$ cat src/rtl/ibex_multdiv_issue_ctrl.sv
// Issue-side controller for the fast multiply/divide unit: latches one request,
// drives the unit's enable/operand bus, lends it an adder and imd storage, and hands the result to writeback.
module ibex_multdiv_issue_ctrl #(
    parameter int DATA_W = 32,
    parameter int IMD_W  = 34
) (
    input  logic                  clk_i,
    input  logic                  rst_ni,
    input  logic                  req_valid_i,
    output logic                  req_ready_o,
    input  logic [1:0]            req_op_i,
    input  logic [1:0]            req_signed_i,
    input  logic [DATA_W-1:0]     req_a_i,
    input  logic [DATA_W-1:0]     req_b_i,
    input  logic                  req_dit_i,
    input  logic                  flush_i,
    output logic                  mult_en_o,
    output logic                  div_en_o,
    output logic                  mult_sel_o,
    output logic                  div_sel_o,
    output logic [1:0]            operator_o,
    output logic [1:0]            signed_mode_o,
    output logic [DATA_W-1:0]     op_a_o,
    output logic [DATA_W-1:0]     op_b_o,
    output logic                  data_ind_timing_o,
    input  logic [DATA_W:0]       alu_operand_a_i,
    input  logic [DATA_W:0]       alu_operand_b_i,
    output logic [DATA_W+1:0]     alu_adder_ext_o,
    output logic [DATA_W-1:0]     alu_adder_o,
    output logic                  equal_to_zero_o,
    input  logic [2*IMD_W-1:0]    imd_val_d_i,
    input  logic [1:0]            imd_val_we_i,
    output logic [2*IMD_W-1:0]    imd_val_q_o,
    input  logic                  valid_i,
    input  logic [DATA_W-1:0]     result_i,
    output logic                  multdiv_ready_id_o,
    output logic                  wb_valid_o,
    input  logic                  wb_ready_i,
    output logic [DATA_W-1:0]     wb_data_o,
    output logic                  busy_o
);

    typedef enum logic [1:0] {
        IDLE = 2'd0,
        EXEC = 2'd1,
        RESP = 2'd2
    } state_e;

    state_e              r_state;
    state_e              w_state_nxt;
    logic                r_kill;
    logic                w_kill_nxt;
    logic                w_latch;
    logic                w_capture;
    logic                w_req_ready;
    logic [1:0]          r_op;
    logic [1:0]          r_signed;
    logic [DATA_W-1:0]   r_a;
    logic [DATA_W-1:0]   r_b;
    logic                r_dit;
    logic [DATA_W-1:0]   r_wb_data;
    logic [2*IMD_W-1:0]  r_imd;

    always_ff @(posedge clk_i or negedge rst_ni) begin
        if (!rst_ni) begin
            r_state <= IDLE;
            r_kill  <= 1'b0;
        end else begin
            r_state <= w_state_nxt;
            r_kill  <= w_kill_nxt;
        end
    end

    always_comb begin
        w_state_nxt = r_state;
        w_kill_nxt  = r_kill;
        w_latch     = 1'b0;
        w_capture   = 1'b0;
        w_req_ready = 1'b0;
        case (r_state)
            IDLE: begin
                w_req_ready = 1'b1;
                if (req_valid_i) begin
                    w_latch     = 1'b1;
                    w_state_nxt = EXEC;
                end
            end
            EXEC: begin
                // A flushed op still runs to completion; only its result is dropped.
                if (valid_i) begin
                    w_capture   = 1'b1;
                    w_kill_nxt  = 1'b0;
                    w_state_nxt = (r_kill || flush_i) ? IDLE : RESP;
                end else if (flush_i) begin
                    w_kill_nxt = 1'b1;
                end
            end
            RESP: begin
                if (flush_i) begin
                    w_state_nxt = IDLE;
                end else if (wb_ready_i) begin
                    w_req_ready = 1'b1;
                    if (req_valid_i) begin
                        w_latch     = 1'b1;
                        w_state_nxt = EXEC;
                    end else begin
                        w_state_nxt = IDLE;
                    end
                end
            end
            default: begin
                w_state_nxt = IDLE;
                w_kill_nxt  = 1'b0;
            end
        endcase
    end

    always_ff @(posedge clk_i or negedge rst_ni) begin
        if (!rst_ni) begin
            r_op     <= '0;
            r_signed <= '0;
            r_a      <= '0;
            r_b      <= '0;
            r_dit    <= 1'b0;
        end else if (w_latch) begin
            r_op     <= req_op_i;
            r_signed <= req_signed_i;
            r_a      <= req_a_i;
            r_b      <= req_b_i;
            r_dit    <= req_dit_i;
        end
    end

    always_ff @(posedge clk_i or negedge rst_ni) begin
        if (!rst_ni) begin
            r_wb_data <= '0;
        end else if (w_capture) begin
            r_wb_data <= result_i;
        end
    end

    // we[0] owns the upper register, we[1] the lower; they persist across ops.
    always_ff @(posedge clk_i or negedge rst_ni) begin
        if (!rst_ni) begin
            r_imd <= '0;
        end else begin
            if (imd_val_we_i[0]) r_imd[2*IMD_W-1:IMD_W] <= imd_val_d_i[2*IMD_W-1:IMD_W];
            if (imd_val_we_i[1]) r_imd[IMD_W-1:0]       <= imd_val_d_i[IMD_W-1:0];
        end
    end

    assign req_ready_o        = w_req_ready;
    assign mult_en_o          = (r_state == EXEC) && !r_op[1];
    assign div_en_o           = (r_state == EXEC) &&  r_op[1];
    assign mult_sel_o         = mult_en_o;
    assign div_sel_o          = div_en_o;
    assign operator_o         = r_op;
    assign signed_mode_o      = r_signed;
    assign op_a_o             = r_a;
    assign op_b_o             = r_b;
    assign data_ind_timing_o  = r_dit;
    assign alu_adder_ext_o    = {1'b0, alu_operand_a_i} + {1'b0, alu_operand_b_i};
    assign alu_adder_o        = alu_adder_ext_o[DATA_W:1];
    assign equal_to_zero_o    = (r_b == '0);
    assign imd_val_q_o        = r_imd;
    assign multdiv_ready_id_o = (r_state == EXEC);
    assign wb_valid_o         = (r_state == RESP);
    assign wb_data_o          = r_wb_data;
    assign busy_o             = (r_state != IDLE);

`ifndef SYNTHESIS
    a_valid_only_in_exec: assert property (@(posedge clk_i) disable iff (!rst_ni)
        valid_i |-> (r_state == EXEC));
`endif

endmodule
$ cat config.mk
export PLATFORM = sky130hd
export DESIGN_NAME = ibex_multdiv_issue_ctrl
export DESIGN_NICKNAME = d
export VERILOG_FILES = /design/src/rtl/ibex_multdiv_issue_ctrl.sv
export SDC_FILE = /design/constraint.sdc
export NUM_CORES = 1
export LEC_CHECK = 0
export ABC_CLOCK_PERIOD_IN_PS = 7400
export BUFFER_PORTS_ARGS = -buffer_cell sky130_fd_sc_hd__buf_2
export CORE_AREA = 2 2 189 191
export CTS_BUF_LIST = sky130_fd_sc_hd__clkbuf_16
export DETAILED_ROUTE_END_ITERATION = 12
export DIE_AREA = 0 0 191 193
export MAX_ROUTING_LAYER = met4
export PLACE_DENSITY = 0.49
export SYNTH_ARGS = -nofsm -noshare
export SYNTH_HDL_FRONTEND = slang
export SYNTH_SLANG_ARGS = --single-unit
$ cat constraint.sdc
create_clock -name clk_i -period 7.4 [get_ports clk_i]
set_input_delay 0.74 -clock clk_i [delete_from_list [all_inputs] [get_ports clk_i]]
set_output_delay 0.74 -clock clk_i [all_outputs]
set_load 0.005 [all_outputs]
==> results.cfg <==
[yosys]
synth_nets = 960
synth_seq_area_share_pct = 50.1
ys.flop_type = dfrtp_1
yosysWarnings = 0
ys_types = 57
syn_area_per_cell_um2 = 12.6
synthArstFlopShare_pct = 100
synth-seq-cells = 172
synth_edf_count = 0
netlist_instances = 683
synth_area_um2 = 8590

[floorplanning]
start_util_pct = 24.6
die_y_um = 193
dieWidth_um = 191
rows = 69
core_um2 = 35000
io_pins = 487
dieArea_um2 = 36900

[critical_path]
critPathMaxFanout = 4
critical_path.endpoint_type = output port
regToRegEndpoint = op_a_o[27]
r2r_slack_ns = 5.34
arrival_ns = 3.27
critPathLaunch = alu_operand_a_i[0]
cp.required_ns = 6.66
r2r-start = r_state[0]
rr_worst_depth = 4
path_class = in2out
cp-start-kind = input pin

[sta]
slew_viol_final = 0
relSlewSlack_pct = 38.8
holdWs_ns = 0.238
skew_ns = 0.0119
fin_crit_ns = 4.01
max_freq_ghz = 0.249
worst_slew_pin_slew_ns = 0.915
fin_crit_sh_pct = 54.3
setup_tns_ns = 0
setup_viol_count_final = 0
rsz0062_at_grt = no
hold_violations = 0

[job]
maxCapViolCount = 0

[power_and_ir_drop]
powerDensity_nw_per_um2 = 317
p_sw_w = 0.00120
p_comb_share_pct = 35.2
p_sw_share_pct = 31.9
seqPwrFrac_pct = 38.6
internal_power_w = 0.00257
clkPwrFrac_pct = 26.2
peakVddDrop_uv = 207
design_power_total_w = 0.00377
p_leak_nw = 5.83

[drt]
drt_drc_violations_left = 0
top_layer = met4
met1_length_mm = 10.7
drtIter0Drc = 217
first_pass_iters = 4
dr_wl_met3_mm = 2.17
viasPerCell = 4.45
vias = 7145
wl_mm = 28.0
routed-wl-met2_mm = 14.6
ant_nets = 0
wire_per_inst_um = 17.5

[clocking]
cts_resized = 0
postCtsHoldBufs = 0
cts_tree = built
cts_max_level = 4
clock_latency_ns = 0.45
clkSinkCount = 172
postCtsSetupRepairBufs = 0
root_buffer = clkbuf_16
cts_made_buffers = 17
clk_path_buf_depth = 2
clk_transition_reported_paths_ns = 0.07

[placed_design]
dp.cells = 1571
port_buffers = 486
gp_congestion = 0.794
dpl.hpwl_mm = 22.3

[global_routing]
grt_pass1_wl_mm = 40.5
globalRouteOverflowTotal = 0
first_global_vias = 7256
grt_usage_pct = 15.1
antenna_found_initial = 1
grt_max_degree = 71

[run_status]
status = finished clean

[cells_and_area]
final_util_pct = 34.0
layout.nets = 1406
layout-drive-gt1-share_pct = 61.6
final_cell_count_no_fill = 1604
nFillCells = 3615
syn_to_final_growth_pct = 38.5

[worst_hold_path]
hp-class = in2async
per-stage QoR:
step	area, µm²	worst slack [ns]
6_report	11900	3.39
5_1_grt	11900	3.17
3_3_place_gp	11200	3.41
2_1_floorplan	8590	4.00
4_1_cts	11900	3.34
3_5_place_dp	11200	3.35
sequential cells by signal, summed over array words and instances (netlist names):
signal and count:
op_a_o 32, signed_mode_o 2, r_kill 1, op_b_o 32, r_state 2, data_ind_timing_o 1
imd_val_q_o 68, operator_o 2, wb_data_o 32
placed cells by master (no fill, tap or decap), drive strengths merged, types with 3 or more instances in the layout:
master and count:
a21o 14, a21oi 36, a31oi 4, and3b 3, buf 489, bufinv 4
clkbuf 17, clkinv 4, dfrtp 172, ha 33, inv 14, mux2 169
nand2 27, nand2b 7, nand3 4, nand4 10, nor2 20, nor2b 4
nor3 12, nor4 8, o211ai 5, o21a 5, o21ai 12, o21bai 4
o31ai 5, xnor2 16, xor2 13
routing by layer:
layer  vias up  global-route usage, %
li1       3325                      -
met1      3476                   16.4
met2       313                   26.3
met3        31                   4.33
met4         0                   5.22
met5         -                      -
worst max-delay path by stage:
stage                                to  slack, ns  cells after the start
finish                  alu_adder_o[31]       3.39                     12
global route        alu_adder_ext_o[32]       3.17                     12
CTS                     alu_adder_o[31]       3.34                     12
detailed placement      alu_adder_o[31]       3.35                     12
global placement        alu_adder_o[31]       3.41                     12
floorplan               alu_adder_o[31]       4.00                     11
power by group through the flow:
stage	logic [W]	clock network (W)	registers, W
floorplan	0.000695	0	0.00149
global placement	0.00135	0	0.00146
detailed placement	0.00135	0	0.00147
CTS	0.00136	0.00102	0.00146
global route	0.00146	0.00106	0.00150
finish	0.00133	0.000986	0.00146
layout make-up:
class | instances | area (µm²) | share of cell area, %
clock inverter | 15 | 213 | 1.79
timing repair buffer | 489 | 2460 | 20.7
tap | 461 | 577 | 4.85
inverter | 9 | 33.8 | 0.284
sequential | 172 | 4300 | 36.2
antenna | 1 | 2.50 | 0.0210
clock buffer | 17 | 425 | 3.58
multi-input combinational | 440 | 3870 | 32.6
cells by family after synthesis:
family,Yosys count,share of synthesized area (%)
fa+ha+maj,34,5.04
xor+xnor,29,2.96
mux,170,22.3
flops,172,50.1
buf+inv,71,4.81
simple gates,106,6.53
compound gates,101,8.25
worst max-delay path: stages:
cell	delay (ns)
buf_2	0.08
ha_1	0.16
inv_1	0.05
fa_1	0.39
nand2b_1	0.18
a21oi_1	0.24
o2111ai_1	0.29
a21oi_1	0.35
o221ai_1	0.28
mux2i_1	0.21
o211ai_1	0.15
buf_2	0.16
cells in the mapped netlist (2+ instances only):
cell type / n / area share, %
o21ai_0: 12 / 0.70
a31oi_1: 4 / 0.29
buf_2: 15 / 0.87
nor4_1: 8 / 0.58
o31ai_2: 2 / 0.29
o21bai_1: 4 / 0.35
nor2_1: 20 / 0.87
a21oi_2: 2 / 0.20
inv_1: 9 / 0.39
dfrtp_1: 172 / 50
buf_4: 34 / 3.0
o211ai_1: 5 / 0.44
nand4_1: 9 / 0.66
nand2b_1: 7 / 0.51
buf_1: 7 / 0.31
nand3_1: 4 / 0.23
a21o_1: 14 / 1.2
and3b_1: 3 / 0.31
o21a_1: 5 / 0.44
nor2b_1: 4 / 0.29
a221oi_2: 2 / 0.35
nor3b_1: 2 / 0.17
mux2_2: 169 / 22
nand3b_1: 2 / 0.17
ha_1: 33 / 4.8
nor3_1: 11 / 0.64
o31ai_1: 2 / 0.17
nand2_1: 27 / 1.2
and3_1: 2 / 0.15
clkbuf_1: 6 / 0.26
xor2_1: 13 / 1.3
xnor2_1: 16 / 1.6
a21oi_1: 34 / 2.0
No activity file was read; power rests on OpenSTA's default activity.
